<file path="src/rtl/bitbrick_pkg.sv">
// Shared definitions for the BitBrick product accumulator: FSM states,
// mode encodings and default widths.
package bitbrick_pkg;

    localparam int ACC_W_DEF = 16;
    localparam int LEN_W_DEF = 8;

    localparam logic MODE_4B = 1'b1;
    localparam logic MODE_2B = 1'b0;

    typedef enum logic [1:0] {
        IDLE = 2'd0,
        ACC  = 2'd1,
        DONE = 2'd2
    } state_e;

endpackage

</file>
<file path="src/rtl/bitbrick_sat_add.sv">
// One accumulator lane step: extend an 8-bit or 4-bit product, add it to the
// running sum and clamp to the signed or unsigned lane range.
module bitbrick_sat_add #(
    parameter int ACC_W = 16
) (
    input  logic [ACC_W-1:0] acc_i,
    input  logic [7:0]       op_i,
    input  logic             narrow_i,
    input  logic             signed_i,
    output logic [ACC_W-1:0] sum_o,
    output logic             ovf_o
);

    logic             ext_bit;
    logic [ACC_W:0]   acc_x;
    logic [ACC_W:0]   op_x;
    logic [ACC_W:0]   sum_x;

    always_comb begin
        ext_bit = 1'b0;
        op_x    = '0;
        if (narrow_i) begin
            ext_bit = signed_i & op_i[3];
            op_x    = {{(ACC_W-3){ext_bit}}, op_i[3:0]};
        end else begin
            ext_bit = signed_i & op_i[7];
            op_x    = {{(ACC_W-7){ext_bit}}, op_i};
        end
        acc_x = {signed_i & acc_i[ACC_W-1], acc_i};
        sum_x = acc_x + op_x;
    end

    // One guard bit is enough: a single add can leave the lane range by at most one bit.
    always_comb begin
        ovf_o = 1'b0;
        sum_o = sum_x[ACC_W-1:0];
        if (signed_i) begin
            ovf_o = sum_x[ACC_W] ^ sum_x[ACC_W-1];
            if (ovf_o) begin
                sum_o = sum_x[ACC_W] ? {1'b1, {(ACC_W-1){1'b0}}}
                                     : {1'b0, {(ACC_W-1){1'b1}}};
            end
        end else begin
            ovf_o = sum_x[ACC_W];
            if (ovf_o) begin
                sum_o = '1;
            end
        end
    end

endmodule

</file>
<file path="src/rtl/bitbrick_accumulator.sv">
// Accumulates K BitBrick products into two saturating lanes and holds the
// result until the consumer takes it.
module bitbrick_accumulator
    import bitbrick_pkg::*;
#(
    parameter int ACC_W = ACC_W_DEF,
    parameter int LEN_W = LEN_W_DEF
) (
    input  logic             clock,
    input  logic             reset,
    input  logic             start,
    input  logic [LEN_W-1:0] cfg_len,
    input  logic             cfg_mode,
    input  logic             cfg_signed,
    input  logic             in_valid,
    output logic             in_ready,
    input  logic [7:0]       in_p,
    output logic             busy,
    output logic             out_valid,
    input  logic             out_ready,
    output logic [ACC_W-1:0] out_acc0,
    output logic [ACC_W-1:0] out_acc1,
    output logic [1:0]       out_sat,
    output logic [1:0]       dbg_state
);

    state_e             state_q, state_d;
    logic [LEN_W-1:0]   cnt_q, cnt_d;
    logic [LEN_W-1:0]   last_q, last_d;
    logic               mode_q, mode_d;
    logic               sgn_q, sgn_d;
    logic [ACC_W-1:0]   acc0_q, acc0_d;
    logic [ACC_W-1:0]   acc1_q, acc1_d;
    logic [1:0]         sat_q, sat_d;

    logic               beat;
    logic [ACC_W-1:0]   sum0, sum1;
    logic               ovf0, ovf1;

    // in_p is accepted on in_valid && in_ready; results leave on out_valid && out_ready.
    // Both ready/valid outputs decode only the registered state.
    assign in_ready  = (state_q == ACC);
    assign out_valid = (state_q == DONE);
    assign busy      = (state_q != IDLE);
    assign out_acc0  = acc0_q;
    assign out_acc1  = acc1_q;
    assign out_sat   = sat_q;
    assign dbg_state = state_q;

    assign beat = in_valid && in_ready;

    bitbrick_sat_add #(.ACC_W(ACC_W)) u_lane0 (
        .acc_i    (acc0_q),
        .op_i     (in_p),
        .narrow_i (mode_q == MODE_2B),
        .signed_i (sgn_q),
        .sum_o    (sum0),
        .ovf_o    (ovf0)
    );

    bitbrick_sat_add #(.ACC_W(ACC_W)) u_lane1 (
        .acc_i    (acc1_q),
        .op_i     ({4'b0000, in_p[7:4]}),
        .narrow_i (1'b1),
        .signed_i (sgn_q),
        .sum_o    (sum1),
        .ovf_o    (ovf1)
    );

    always_comb begin
        state_d = state_q;
        cnt_d   = cnt_q;
        last_d  = last_q;
        mode_d  = mode_q;
        sgn_d   = sgn_q;
        acc0_d  = acc0_q;
        acc1_d  = acc1_q;
        sat_d   = sat_q;
        case (state_q)
            IDLE: begin
                if (start) begin
                    state_d = ACC;
                    // A zero length still runs one beat.
                    last_d  = (cfg_len == '0) ? '0 : cfg_len - LEN_W'(1);
                    mode_d  = cfg_mode;
                    sgn_d   = cfg_signed;
                    cnt_d   = '0;
                    acc0_d  = '0;
                    acc1_d  = '0;
                    sat_d   = 2'b00;
                end
            end
            ACC: begin
                if (beat) begin
                    acc0_d   = sum0;
                    sat_d[0] = sat_q[0] | ovf0;
                    if (mode_q == MODE_2B) begin
                        acc1_d   = sum1;
                        sat_d[1] = sat_q[1] | ovf1;
                    end
                    if (cnt_q == last_q) begin
                        state_d = DONE;
                    end else begin
                        cnt_d = cnt_q + LEN_W'(1);
                    end
                end
            end
            DONE: begin
                if (out_ready) begin
                    state_d = IDLE;
                end
            end
            default: state_d = IDLE;
        endcase
    end

    always_ff @(posedge clock) begin
        if (reset) begin
            state_q <= IDLE;
            cnt_q   <= '0;
            last_q  <= '0;
            mode_q  <= 1'b0;
            sgn_q   <= 1'b0;
            acc0_q  <= '0;
            acc1_q  <= '0;
            sat_q   <= 2'b00;
        end else begin
            state_q <= state_d;
            cnt_q   <= cnt_d;
            last_q  <= last_d;
            mode_q  <= mode_d;
            sgn_q   <= sgn_d;
            acc0_q  <= acc0_d;
            acc1_q  <= acc1_d;
            sat_q   <= sat_d;
        end
    end

endmodule

</file>
<file path="config.mk">
export PLATFORM = sky130hd
export DESIGN_NAME = bitbrick_accumulator
export DESIGN_NICKNAME = d
export VERILOG_FILES = /design/src/rtl/bitbrick_pkg.sv /design/src/rtl/bitbrick_sat_add.sv /design/src/rtl/bitbrick_accumulator.sv
export SDC_FILE = /design/constraint.sdc
export NUM_CORES = 1
export LEC_CHECK = 0
export ABC_AREA = 1
export BUFFER_PORTS_ARGS = -buffer_cell sky130_fd_sc_hd__buf_2
export CAP_MARGIN = 20
export CORE_MARGIN = 2
export CORE_UTILIZATION = 60
export DETAILED_ROUTE_END_ITERATION = 6
export GPL_TIMING_DRIVEN = 0
export HOLD_SLACK_MARGIN = 0.02
export PLACE_DENSITY = 0.86
export SETUP_SLACK_MARGIN = 0.02
export SKIP_CTS_REPAIR_TIMING = 1
export SYNTH_ARGS = -nofsm -noshare
export SYNTH_HDL_FRONTEND = slang
export SYNTH_HIERARCHICAL = 1
export SYNTH_SLANG_ARGS = --single-unit
</file>
<file path="constraint.sdc">
create_clock -name clock -period 8.29 [get_ports clock]
set_input_delay 0.4145 -clock clock [delete_from_list [all_inputs] [get_ports clock]]
set_output_delay 0.4145 -clock clock [all_outputs]
set_load 0.1 [all_outputs]
</file>
==> Word level (Yosys, flattened, before mapping) <==
Index checks and enable logic that the tools add are counted.
{ "totals": {"output_inout_bits": 39, "elab_cells": 71, "inputBits": 23, "register_bits": 54} }
{ "classes": {"reduce_logical": 10, "muxes": 31, "n_eq_ne": 9, "add_sub_neg": 4, "bitwise_logic": 8} }
{ "ops": {"columns": ["operator", "n"], "rows": [
  ["$mux 16", 12],
  ["$pmux 16 s2", 2],
  ["$add 17x17->17", 2],
  ["$mux 8", 4],
  ["$mux 17", 1],
  ["$pmux 8 s2", 1],
  ["$mux 2", 6],
  ["$reduce_and 4->1", 3],
  ["$add 8x1->8 const B", 1],
  ["$eq 8x8->1", 1],
  ["$logic_not 8->1", 1],
  ["$sub 8x1->8 const B", 1],
  ["$ne 2x1->1 const B", 3],
  ["$ne 2x2->1 const B", 3],
  ["$pmux 2 s3", 1],
  ["$and 1x1->1", 4],
  ["$pmux 2 s2", 1],
  ["$reduce_bool 2->1", 2],
  ["$mux 1", 3],
  ["$reduce_and 3->1", 1],
  ["$eq 2x1->1 const B", 1],
  ["$eq 2x2->1 const B", 1],
  ["$logic_not 2->1", 1],
  ["$or 1x1->1", 2],
  ["other kinds (3)", 4]
]} }

==> Longest topological paths before layout <==
Gate-level depths: netlist of the first run.
{ "logic_depth": {"word_depth": 8, "ltp_mapped": 25, "ltp_nobuf": 25} }

==> By module <==
Netlist of the first run, hierarchy kept.
{ "modules_own_cells": {"columns": ["module", "seq_area_each_um2", "cells_per_inst", "area_each_um2", "instances"], "rows": [
  ["bitbrick_accumulator", 1081.0, 336, 2403.6, 1],
  ["bitbrick_sat_add (u_lane1)", 0.0, 250, 1403.8, 1],
  ["bitbrick_sat_add (u_lane0)", 0.0, 250, 1396.3, 1]
]} }

==> Least setup slack after synthesis of the first run <==
No wires, ideal clock.
{ "synth_timing": {"path_kind": "reg-to-reg", "start": "register acc1_q[0], in the netlist out_acc1[0]", "end": "register acc1_q[12], in the netlist out_acc1[12]", "synth_period_minus_slack_ns": 3.232, "setup_slack_ns": 5.058, "stages_incl_launch_ff": 18, "arrival_time_ns": 3.162, "required_time_ns": 8.220, "setup_ns": 0.070, "path_buffers": 1, "cell_sequence": "dfxtp_1 > ha_1 > fa_1 > nand2_1 > nand2_2 > nand3_2 > nand2_2 > nand2_2 > nand2_1 > nand2_2 > nand2_1 > ha_1 > nand2_1 > clkbuf_1 > nand3_1 > nand3_2 > nand3_1 > a21oi_1"} }
{ "synth_via": {"elab_chain_cells": 7, "elab_cells_between_ends": 9, "cone_classes": "add/sub (1); mux (7); bitwise (1)"} }
{ "synth_rtl": {"columns": ["item", "line", "text"], "rows": [
  ["start: declaration", "bitbrick_accumulator.sv:33", "logic [ACC_W-1:0] acc1_q, acc1_d;"],
  ["start signal: assignment", "bitbrick_accumulator.sv:125", "acc1_q <= '0;"],
  ["start signal: assignment", "bitbrick_accumulator.sv:134", "acc1_q <= acc1_d;"],
  ["$add 17x17->17 (*)", "bitbrick_sat_add.sv:30", "sum_x = acc_x + op_x;"],
  ["$mux 16 or $xor 1x1->1 (tied branches)", "bitbrick_sat_add.sv:40, bitbrick_sat_add.sv:38", null],
  ["$mux 16", "bitbrick_sat_add.sv:39", "if (ovf_o) begin"],
  ["$mux 16 (*)", "bitbrick_sat_add.sv:37", "if (signed_i) begin"],
  ["net sum1[12]", "bitbrick_accumulator.sv:37", "logic [ACC_W-1:0] sum0, sum1;"],
  ["$mux 16 (*)", "bitbrick_accumulator.sv:97", "if (mode_q == MODE_2B) begin"],
  ["$mux 16 (*)", "bitbrick_accumulator.sv:94", "if (beat) begin"],
  ["$pmux 16 s2 (*)", "bitbrick_accumulator.sv:79", "case (state_q)"]
]} }
Mark *: on every way through the listed nets, which the timed path passes. The rest lies on a longest branch. The select of a mux whose other input is x is not followed.
A chain may end at the register's enable or synchronous reset.

==> Final worst setup path of the first run <==
{ "layout_timing": {"start": "register sgn_q", "end": "register acc0_q[14], in the netlist out_acc0[14]"} }
{ "layout_via": {"elab_chain_cells": 8, "elab_cells_between_ends": 12, "cone_classes": "add/sub (1); mux (7); bitwise (4)"} }
{ "layout_rtl": {"columns": ["item", "line", "text"], "rows": [
  ["start: declaration", "bitbrick_accumulator.sv:31", "logic sgn_q, sgn_d;"],
  ["start signal: assignment", "bitbrick_accumulator.sv:132", "sgn_q <= sgn_d;"],
  ["$and 1x1->1, on equally long branches", "bitbrick_sat_add.sv:23, bitbrick_sat_add.sv:26", null],
  ["$mux 17", "bitbrick_sat_add.sv:22", "if (narrow_i) begin"],
  ["$add 17x17->17", "bitbrick_sat_add.sv:30", null],
  ["$mux 16 or $xor 1x1->1 (tied branches)", "bitbrick_sat_add.sv:40, bitbrick_sat_add.sv:38", null],
  ["$mux 16", "bitbrick_sat_add.sv:39", null],
  ["$mux 16 (*)", "bitbrick_sat_add.sv:37", null],
  ["net sum0[14]", "bitbrick_accumulator.sv:37", null],
  ["$mux 16 (*)", "bitbrick_accumulator.sv:94", null],
  ["$pmux 16 s2 (*)", "bitbrick_accumulator.sv:79", null],
  ["end signal: assignment", "bitbrick_accumulator.sv:124", "acc0_q <= '0;"],
  ["end signal: assignment", "bitbrick_accumulator.sv:133", "acc0_q <= acc0_d;"],
  ["end: declaration", "bitbrick_accumulator.sv:32", "logic [ACC_W-1:0] acc0_q, acc0_d;"]
]} }
Marked as above.

==> reports/qor.txt, run 1 <==
Post-synthesis register bit count: 54
R2R Path Start: sgn_q
Hold Fails Final Rpt: 0
Vias per inst: 5.255
Crit-path cells: inv_2 > o21ai_4 > nand2_2 > inv_1 > ha_1 > nand2_1 > nand2_1 > inv_1 > nor2_1 > nor2_1 > nand3_1 > nand2_1 > inv_1 > o21ai_0 > nand2_1 > ha_1 > nand2_1 > clkbuf_1 > nand3_1 > nand3_2 > nand2_1 > a21oi_1
# diodes: 0
Most common cell on crit path: nand2_1
Initial core utilization: 0.6270
Unrepaired setup endpoints after global routing: no
Core Box Area: 8299 um^2
GP Congestion: 0.9414
Synth unique cells: 35
WL/cell: 12.71 um
End of the worst hold path: last_q[0]
WP data required: 8.54 ns
Final min period: 4.030 ns
Layout cells sized above 1: 0.1743
Longest Clk Path Bufs: 2
Dpl ws: 4.407 ns
Max Fclk: 0.2481 GHz
Seq/Total Area, Yosys: 0.2077
Syn_area_per_cell: 6.225 um^2
Initial DRC count: 387
CTS tree: built
Die X: 97.13 um
DRC Markers: 0
Fin. max-slew vios: 0
Post-synthesis cell count: 836
Top Ports: 62
Critical Path Max Stage Delay: 0.64 ns
Die height: 97.13 um
PortBufs: 61
Wire length on met2: 5823 um
CP Launch Type: register
Remaining global-route overflow: 0
Vias in the first global route: 4827
Slowest CP cell: dfxtp_1
GRT Total Usage: 0.2764
Initial antenna violation count: 0
Tot Pwr: 0.8702 mW
Slew margin rel.: 0.5797
Max-cap viol count: 0
H-tree depth: 2
Peak VDD IR: 0.1227 mV
ANT nets after route: 0
Power Dens Cells: 151.0 nW/um^2
Worst setup margin: 4.260 ns
Sum Neg Setup Slack: 0 ns
RR Endpoint: out_acc0[14]
Detailed-route via count: 5344
DP HPWL: 10260 um
Largest net degree at the start of global routing: 20
Met1 wire length: 6265 um
CP Class: reg -> reg
Die area: 9434 um^2
Clk_skew: 0.01306 ns
Final period util: 0.4862
Pleak: 3.170 nW
Highest routed metal layer: met4
WL met3: 707 um
Clock slew at reported path FFs: 0.12 ns
Clk_lat worst skew: 0.32 ns
Critical Path AT: 4.28 ns
YS warnings: 6
Site Rows: 33
Hold Path Origin: cfg_len[0]
Syn Std Cell Area: 5204 um^2
Status: finished clean
First-pass GRT wire length: 22160 um
Reg2reg path depth: 22
Critical path capture point type: register
Total Wirelength: 12920 um
TritonCTS buffer count: 5
Root Buffer: clkbuf_8
Synthesis-to-layout area growth: 10.77%
CTS sink count: 54
TritonRoute pass-1 iters: 5
# nets final: 973
Crit-path max FO: 13
Flop2flop setup slack: 4.26 ns
Worst slew pin tran: 0.6305 ns
Final setup violation count: 0
Hold WC Path Type: in -> reg
Hold depth: 2
state kept, by name, summed over array words and instances (netlist names):
| signal | flops |
|---|---|
| sgn_q | 1 |
| out_acc1 | 16 |
| cnt_q | 8 |
| out_sat | 2 |
| out_acc0 | 16 |
| mode_q | 1 |
| last_q | 8 |
| dbg_state | 2 |
cell type report:
cell class / instances / area [um^2]
inverters: 122 / 457.9
flip-flops and latches: 54 / 1081
fillers: 786 / 2535
repair buffers: 61 / 305.3
plain buffers: 17 / 148.9
multi-input cells: 650 / 3542
clock inverters: 3 / 28.78
clock buffers: 5 / 68.82
well taps: 105 / 131.4
synth_stat cells, drive strengths merged:
master	count	area [um^2]
or2	3	23.78
o22ai	3	18.77
conb	2	7.510
dfxtp	54	1081
o21ai	23	137.6
xnor2	8	70.07
nand3b	6	45.04
ha	37	462.9
clkbuf	7	26.28
o31ai	3	22.52
nand2	290	1149
a21oi	68	381.6
nand3	106	715.7
and2	2	12.51
buf	10	122.6
nand4	6	37.54
fa	2	40.04
nor2	69	287.8
nor3	10	60.06
xor2	5	43.79
inv	122	457.9
worst max-delay path by stage:
| stage | end | from | slack [ns] | cells after the start |
|---|---|---|---|---|
| 6_report | out_acc0[14] | sgn_q | 4.26 | 22 |
| 5_1_grt | out_acc1[12] | sgn_q | 3.96 | 22 |
| 4_1_cts | out_acc0[14] | sgn_q | 4.35 | 22 |
| 3_5_place_dp | out_acc0[11] | sgn_q | 4.41 | 22 |
| 3_3_place_gp | out_acc0[14] | sgn_q | 4.45 | 22 |
| 2_1_floorplan | out_acc1[12] | out_acc1[0] | 5.06 | 17 |
kinds of logic (layout without fill, tap and decap cells):
kind of cell    count (synthesis)  in the layout  synth area share
simple gates                  492            492            0.4479
buf+inv                       139            208            0.1166
compound gates                 97             97            0.1077
flops                          54             54            0.2077
fa+ha+maj                      39             39           0.09666
xor+xnor                       13             13           0.02188
other cells                     2              9          0.001443
where the power goes:
group | internal, mW | leakage, nW | switching, mW | total, mW
registers | 0.277 | 0.440 | 0.0178 | 0.294
clock network | 0.0636 | 0.0506 | 0.103 | 0.167
logic | 0.124 | 2.68 | 0.285 | 0.409
critical path, delay by kind of cell, from the launching register on:
family                     cells  cell delay [ns]
buffers and inverters          5             1.03
DFF                            1             0.64
and+or+nand+nor               12             1.13
adders and majority gates      2             0.63
AOI/OAI and AO/OA              3             0.48
layout by cell type, fill, tap and decap left out, types with 3 or more instances in the layout:
cell type	instances
nand2_1	266
clkbuf_8	5
o21ai_0	21
nor2_1	65
nand2_2	24
ha_1	37
clkbuf_1	7
dfxtp_1	54
xnor2_1	8
o22ai_1	3
o31ai_1	3
nor3_1	8
a21oi_1	63
inv_2	9
nand3_2	27
nand3_1	75
nand3b_1	6
nand3_4	4
buf_2	65
conb_1	9
inv_1	113
buf_12	4
nand4_1	6
a21oi_4	3
xor2_1	5
metal layers:
layer,up-vias,global-route usage
met5,-,0
met4,0,0.04550
met3,15,0.03165
met2,150,0.4626
met1,2362,0.3899
li1,2817,-
per-stage QoR:
stage / instances / hold WS, ns / area (um^2) / utilization
after floorplan: 843 / 0.4441 / 5230 / -
after global placement: 1009 / 0.4425 / 5667 / 0.6828
after detailed placement: 1009 / 0.4422 / 5667 / 0.6828
after CTS: 1017 / 0.2971 / 5764 / 0.6946
after global routing: 1017 / 0.3006 / 5764 / 0.6946
final: 1017 / 0.3030 / 5764 / 0.6946
Power figures use the tool's default switching activity.
==> run 2: changes to the inputs <==
ABC_AREA = 0   (was 1)
CORE_UTILIZATION = 53   (was 60)
PLACE_DENSITY = 0.81   (was 0.86)
clock period = 3.3 ns   (was 8.29 ns; I/O delays follow)
==> reports/qor.txt, run 2 <==
Status: finished with violations
Violated checks: negative setup slack
Initial DRC count: 329
Clk_lat worst skew: 0.32 ns
Top delay family on crit path: compound AO/OA/AOI/OAI gates
CTS tree: built
Max Fclk: 0.2776 GHz
Synth unique cells: 80
Slew margin rel.: 0.5411
Site Rows: 33
GRT Total Usage: 0.2547
Initial antenna violation count: 0
Total Wirelength: 13630 um
Commonest non-fill, non-tap cell in the layout: buf_2
Initial core utilization: 0.5524
Seq. cell area: 1140 um^2
Hold Path Origin: cfg_mode
Commonest non-fill, non-tap cells in the layout: 69 x buf_2, 54 x nand2_1, 43 x nor2_1
Peak VDD IR: 0.2153 mV
Top Ports: 62
Area of the multi-input gates: 3734 um^2
Main synth FF type: dfxtp_1
Post-synthesis cell count: 578
Post-synth top cells: 56 x nand2_1, 54 x dfxtp_1, 48 x a21oi_1
# nets final: 750
Core Box Area: 8299 um^2
DP HPWL: 9213 um
Clk_skew: 0.009717 ns
Layout cells sized above 1: 0.3745
Critical Path AT: 3.79 ns
Critical Path Max Stage Delay: 0.38 ns
Most common cell on crit path: nor2_1
Post-synth EDFFs: 0
R2R Path Start: sgn_q
Crit path from: sgn_q
Sum of buffers and inverters on the critical path: 3
H-tree depth: 2
Die area: 9410 um^2
Worst setup margin: -0.3023 ns
Syn Std Cell Area: 4584 um^2
Max-cap viol count: 0
Detailed-route via count: 4846
WP data required: 3.49 ns
Fill cells: 582
Crit-path cells: buf_6 > nand3_4 > o21ai_4 > o21a_4 > ha_4 > a21o_1 > a31oi_4 > o32ai_2 > a211o_4 > xor2_1 > ha_1 > nand2_4 > nor2_1 > mux2i_4 > buf_12 > buf_8 > o21ai_2 > a22oi_1 > nor2_1
Final period util: 1.092
Vias in the first global route: 4335
Clock slew at reported path FFs: 0.10 ns
CP Class: reg -> reg
TritonRoute pass-1 iters: 5
Yosys top cell area share: 0.2358
Unrepaired setup endpoints after global routing: yes
First-pass GRT wire length: 20400 um
Seq/Total Area, Yosys: 0.2358
Dpl ws: -0.4733 ns
# diodes: 0
WL/cell: 17.17 um
Tot Pwr: 1.927 mW
Power Dens Cells: 320.0 nW/um^2
Fin. max-slew vios: 0
Most frequent cell after synthesis: nand2_1
Vias per inst: 6.103
Crit-path max FO: 8
Die height: 97.01 um
Hold Fails Final Rpt: 0
Async SR Flop Fraction: 0
Sum Neg Setup Slack: -4.434 ns
Final min period: 3.602 ns
CP Launch Type: register
Post-synthesis register bit count: 54
Pleak: 2.610 nW
Largest area contributor in the netlist: dfxtp_1
Syn_area_per_cell: 7.931 um^2
Synthesis-to-layout area growth: 31.36%
Hold WC Path Type: in -> reg
PortBufs: 61
Die X: 97.01 um
DRC Markers: 0
Critical path capture point type: register
Largest net degree at the start of global routing: 16
Final setup violation count: 29
Remaining global-route overflow: 0
Root Buffer: clkbuf_8
GP Congestion: 0.9286
YS warnings: 6
Slowest CP cell: dfxtp_4
CTS sink count: 54
ANT nets after route: 0
Worst slew pin tran: 0.6861 ns
TritonCTS buffer count: 5
Synth top area cells: dfxtp_1 24%, ha_1 10%, a21oi_1 5.2%
Longest Clk Path Bufs: 2
run 2: cell types whose count changed after synthesis, sizes merged, moves of 8 or more:
| cell | before | now |
|---|---|---|
| xnor2 | 8 | 21 |
| o21ai | 23 | 45 |
| inv | 122 | 24 |
| nand2 | 290 | 60 |
| nor2 | 69 | 43 |
| a21oi | 68 | 50 |
| a22oi | 0 | 22 |
| nand3 | 106 | 28 |
| xor2 | 5 | 24 |
| nor2b | 0 | 8 |
run 2: tightest hold or removal path, cell delays in order:
cell and delay [ns]:
buf_2 0.07, mux2i_1 0.05, nor2_1 0.07
run 2: logic make-up (layout without fill, tap and decap cells):
family                     after synthesis  in the layout  share of synthesized area
xor gates and xnor gates                45             45                    0.08597
other                                    2             10                   0.001638
adders and majority gates               39             39                     0.1097
buffers and inverters                   56            159                    0.06277
muxes                                    4              4                    0.01174
AOI/OAI and AO/OA                      193            193                     0.2879
and+or+nand+nor                        185            185                     0.2044
DFF                                     54             54                     0.2358
run 2: final cells by class:
cell class                 count  area share
inverter                      24     0.01538
multi-input combinational    476      0.6200
buffer                        30     0.03262
sequential                    54      0.1893
clock buffer                   6     0.01205
tap                          105     0.02182
clock inverter                 2    0.001454
timing repair buffer          97      0.1074
run 2: path summary, 6_finish.rpt:
path,end,slack (ns),cells after the start
worst max-delay path,out_acc0[7],-0.30,19
worst min-delay path,mode_q,0.07,3
worst max register to register,out_acc0[7],-0.30,19
worst min register to register,last_q[1],0.47,2
run 2: metal layers:
layer / wire, um / GRT usage / part of all wire
met1: 5586 / 0.3308 / 0.41
met2: 6853 / 0.4434 / 0.50
met3: 837 / 0.02457 / 0.061
met4: 354 / 0.08342 / 0.026
met5: 0 / 0 / 0
run 2: through the flow:
stage	hold slack [ns]	util	std cells	instance area, um^2
after detailed placement	0.4065	0.6335	752	5258
after floorplan	0.2637	-	586	4821
after CTS	0.07601	0.6433	760	5339
final	0.07131	0.7256	794	6022
after global placement	0.4044	0.6335	752	5258
after global routing	0.09657	0.7256	794	6022
run 2: report_power, final:
part	internal (mW)	total (mW)	switching [mW]
combinational	0.297	0.837	0.540
clock	0.147	0.379	0.232
sequential	0.681	0.711	0.0299
==> run 3: changes to the inputs <==
SLEW_MARGIN = 10   (was not set)
TNS_END_PERCENT = 30   (was not set)
==> reports/qor.txt, run 3 (synthesis gave the netlist of run 2 again) <==
Hold depth: 3
Root Buffer: clkbuf_8
Fin. max-slew vios: 0
Finished layout cell area: 5665 um^2
Peak VDD IR: 0.2022 mV
GRT Total Usage: 0.2541
DP HPWL: 9195 um
Critical path capture point type: register
Sum Neg Setup Slack: -5.135 ns
Pleak: 2.503 nW
Vias in the first global route: 4376
CP Launch Type: register
Vias per inst: 6.060
Hold Fails Final Rpt: 0
Longest Clk Path Bufs: 2
Site Rows: 33
Total Wirelength: 12670 um
Worst setup margin: -0.3390 ns
Die height: 97.01 um
Slew margin rel.: 0.6155
GP Congestion: 0.9395
Commonest non-fill, non-tap cell in the layout: buf_2
Synthesis-to-layout area growth: 23.58%
CTS tree: built
Critical Path AT: 3.84 ns
ANT nets after route: 0
CTS sink count: 54
Core Box Area: 8299 um^2
Reg2reg path depth: 17
TritonRoute pass-1 iters: 5
Clk_skew: 0.007116 ns
Final min period: 3.639 ns
# nets final: 733
WP data required: 3.50 ns
Max-cap viol count: 0
Die X: 97.01 um
Dpl ws: -0.4951 ns
Die area: 9410 um^2
Violated checks: negative setup slack
Final setup violation count: 25
First-pass GRT wire length: 20290 um
WHS: 0.07482 ns
Crit-path cells: buf_6 > nand3_4 > o21ai_4 > o21a_4 > ha_2 > a21o_1 > a21oi_2 > o32ai_2 > a211o_4 > xor2_1 > ha_1 > a21bo_2 > mux2i_4 > clkbuf_16 > o21ai_2 > a22oi_1 > nor2_1
Crit-path max FO: 8
Worst slew pin tran: 0.5767 ns
Detailed-route via count: 4709
Max Fclk: 0.2748 GHz
Hold WC Path Type: in -> reg
PortBufs: 61
Layout cells sized above 1: 0.3125
Commonest non-fill, non-tap cells in the layout: 69 x buf_2, 54 x nand2_1, 43 x nor2_1
# diodes: 0
Status: finished with violations
CP Class: reg -> reg
Unrepaired setup endpoints after global routing: yes
DP Area: 5258 um^2
WL/cell: 16.30 um
Clk_lat worst skew: 0.32 ns
Initial DRC count: 272
Initial core utilization: 0.5524
Initial antenna violation count: 0
H-tree depth: 2
Top Ports: 62
DRC Markers: 0
Remaining global-route overflow: 0
Critical Path Max Stage Delay: 0.38 ns
Power Dens Cells: 353.5 nW/um^2
Slowest CP cell: dfxtp_2
Layout Utilization: 0.6826
Largest net degree at the start of global routing: 17
Final period util: 1.103
TritonCTS buffer count: 5
Clock slew at reported path FFs: 0.11 ns
run 3: changes by cell type in the layout (fill, tap and decap cells not counted), moves of 3 or more:
| cell | change |
|---|---|
| ha_1 | +4 |
| o22ai_1 | +6 |
| o21ai_0 | +3 |
| a22oi_1 | +4 |
| a22oi_2 | -4 |
| nand3_1 | +5 |
| a21oi_1 | +3 |
| buf_4 | -11 |
| ha_4 | -3 |
| o22ai_2 | -4 |
| nand3_2 | -4 |
run 3: worst max-delay path: cells and delay by family, from the launching register on:
| family | cells | cell delay, ns |
|---|---|---|
| AOI/OAI and AO/OA | 9 | 1.54 |
| buffers and inverters | 2 | 0.34 |
| adders and majority gates | 2 | 0.71 |
| and+or+nand+nor | 2 | 0.14 |
| xor gates and xnor gates | 1 | 0.16 |
| muxes | 1 | 0.27 |
| DFF | 1 | 0.38 |
run 3: layout make-up:
type | count | area [um^2]
multi-input combinational | 476 | 3512
inverter | 24 | 92.59
sequential | 54 | 1137
buffer | 29 | 182.7
timing repair buffer | 81 | 476.7
clock buffer | 5 | 68.82
fill | 683 | 2634
tap | 105 | 131.4
clock inverter | 3 | 63.81
run 3: worst paths after layout:
path,end,startpoint,slack [ns]
worst max-delay path,out_acc0[10],sgn_q,-0.34
worst min-delay path,mode_q,cfg_mode,0.07
worst max register to register,out_acc0[10],sgn_q,-0.34
worst min register to register,out_acc1[9],out_acc1[9],0.46
run 3: layer usage:
layer,up-vias,global-route usage,wire (um)
li1,2285,-,-
met5,-,0,0
met3,28,0.02962,726
met4,0,0.08451,255
met1,2223,0.3211,5340
met2,173,0.4482,6345
run 3: report_power, final:
part / internal, mW / total [mW] / switching (mW)
clock: 0.301 / 0.540 / 0.239
sequential: 0.681 / 0.710 / 0.0294
combinational: 0.251 / 0.753 / 0.501
run 3: through the flow:
step | std cells | power, mW
after detailed placement | 752 | 1.430
after CTS | 760 | 1.963
after global placement | 752 | 1.412
final | 777 | 2.003
after floorplan | 586 | 1.283
after global routing | 777 | 2.092
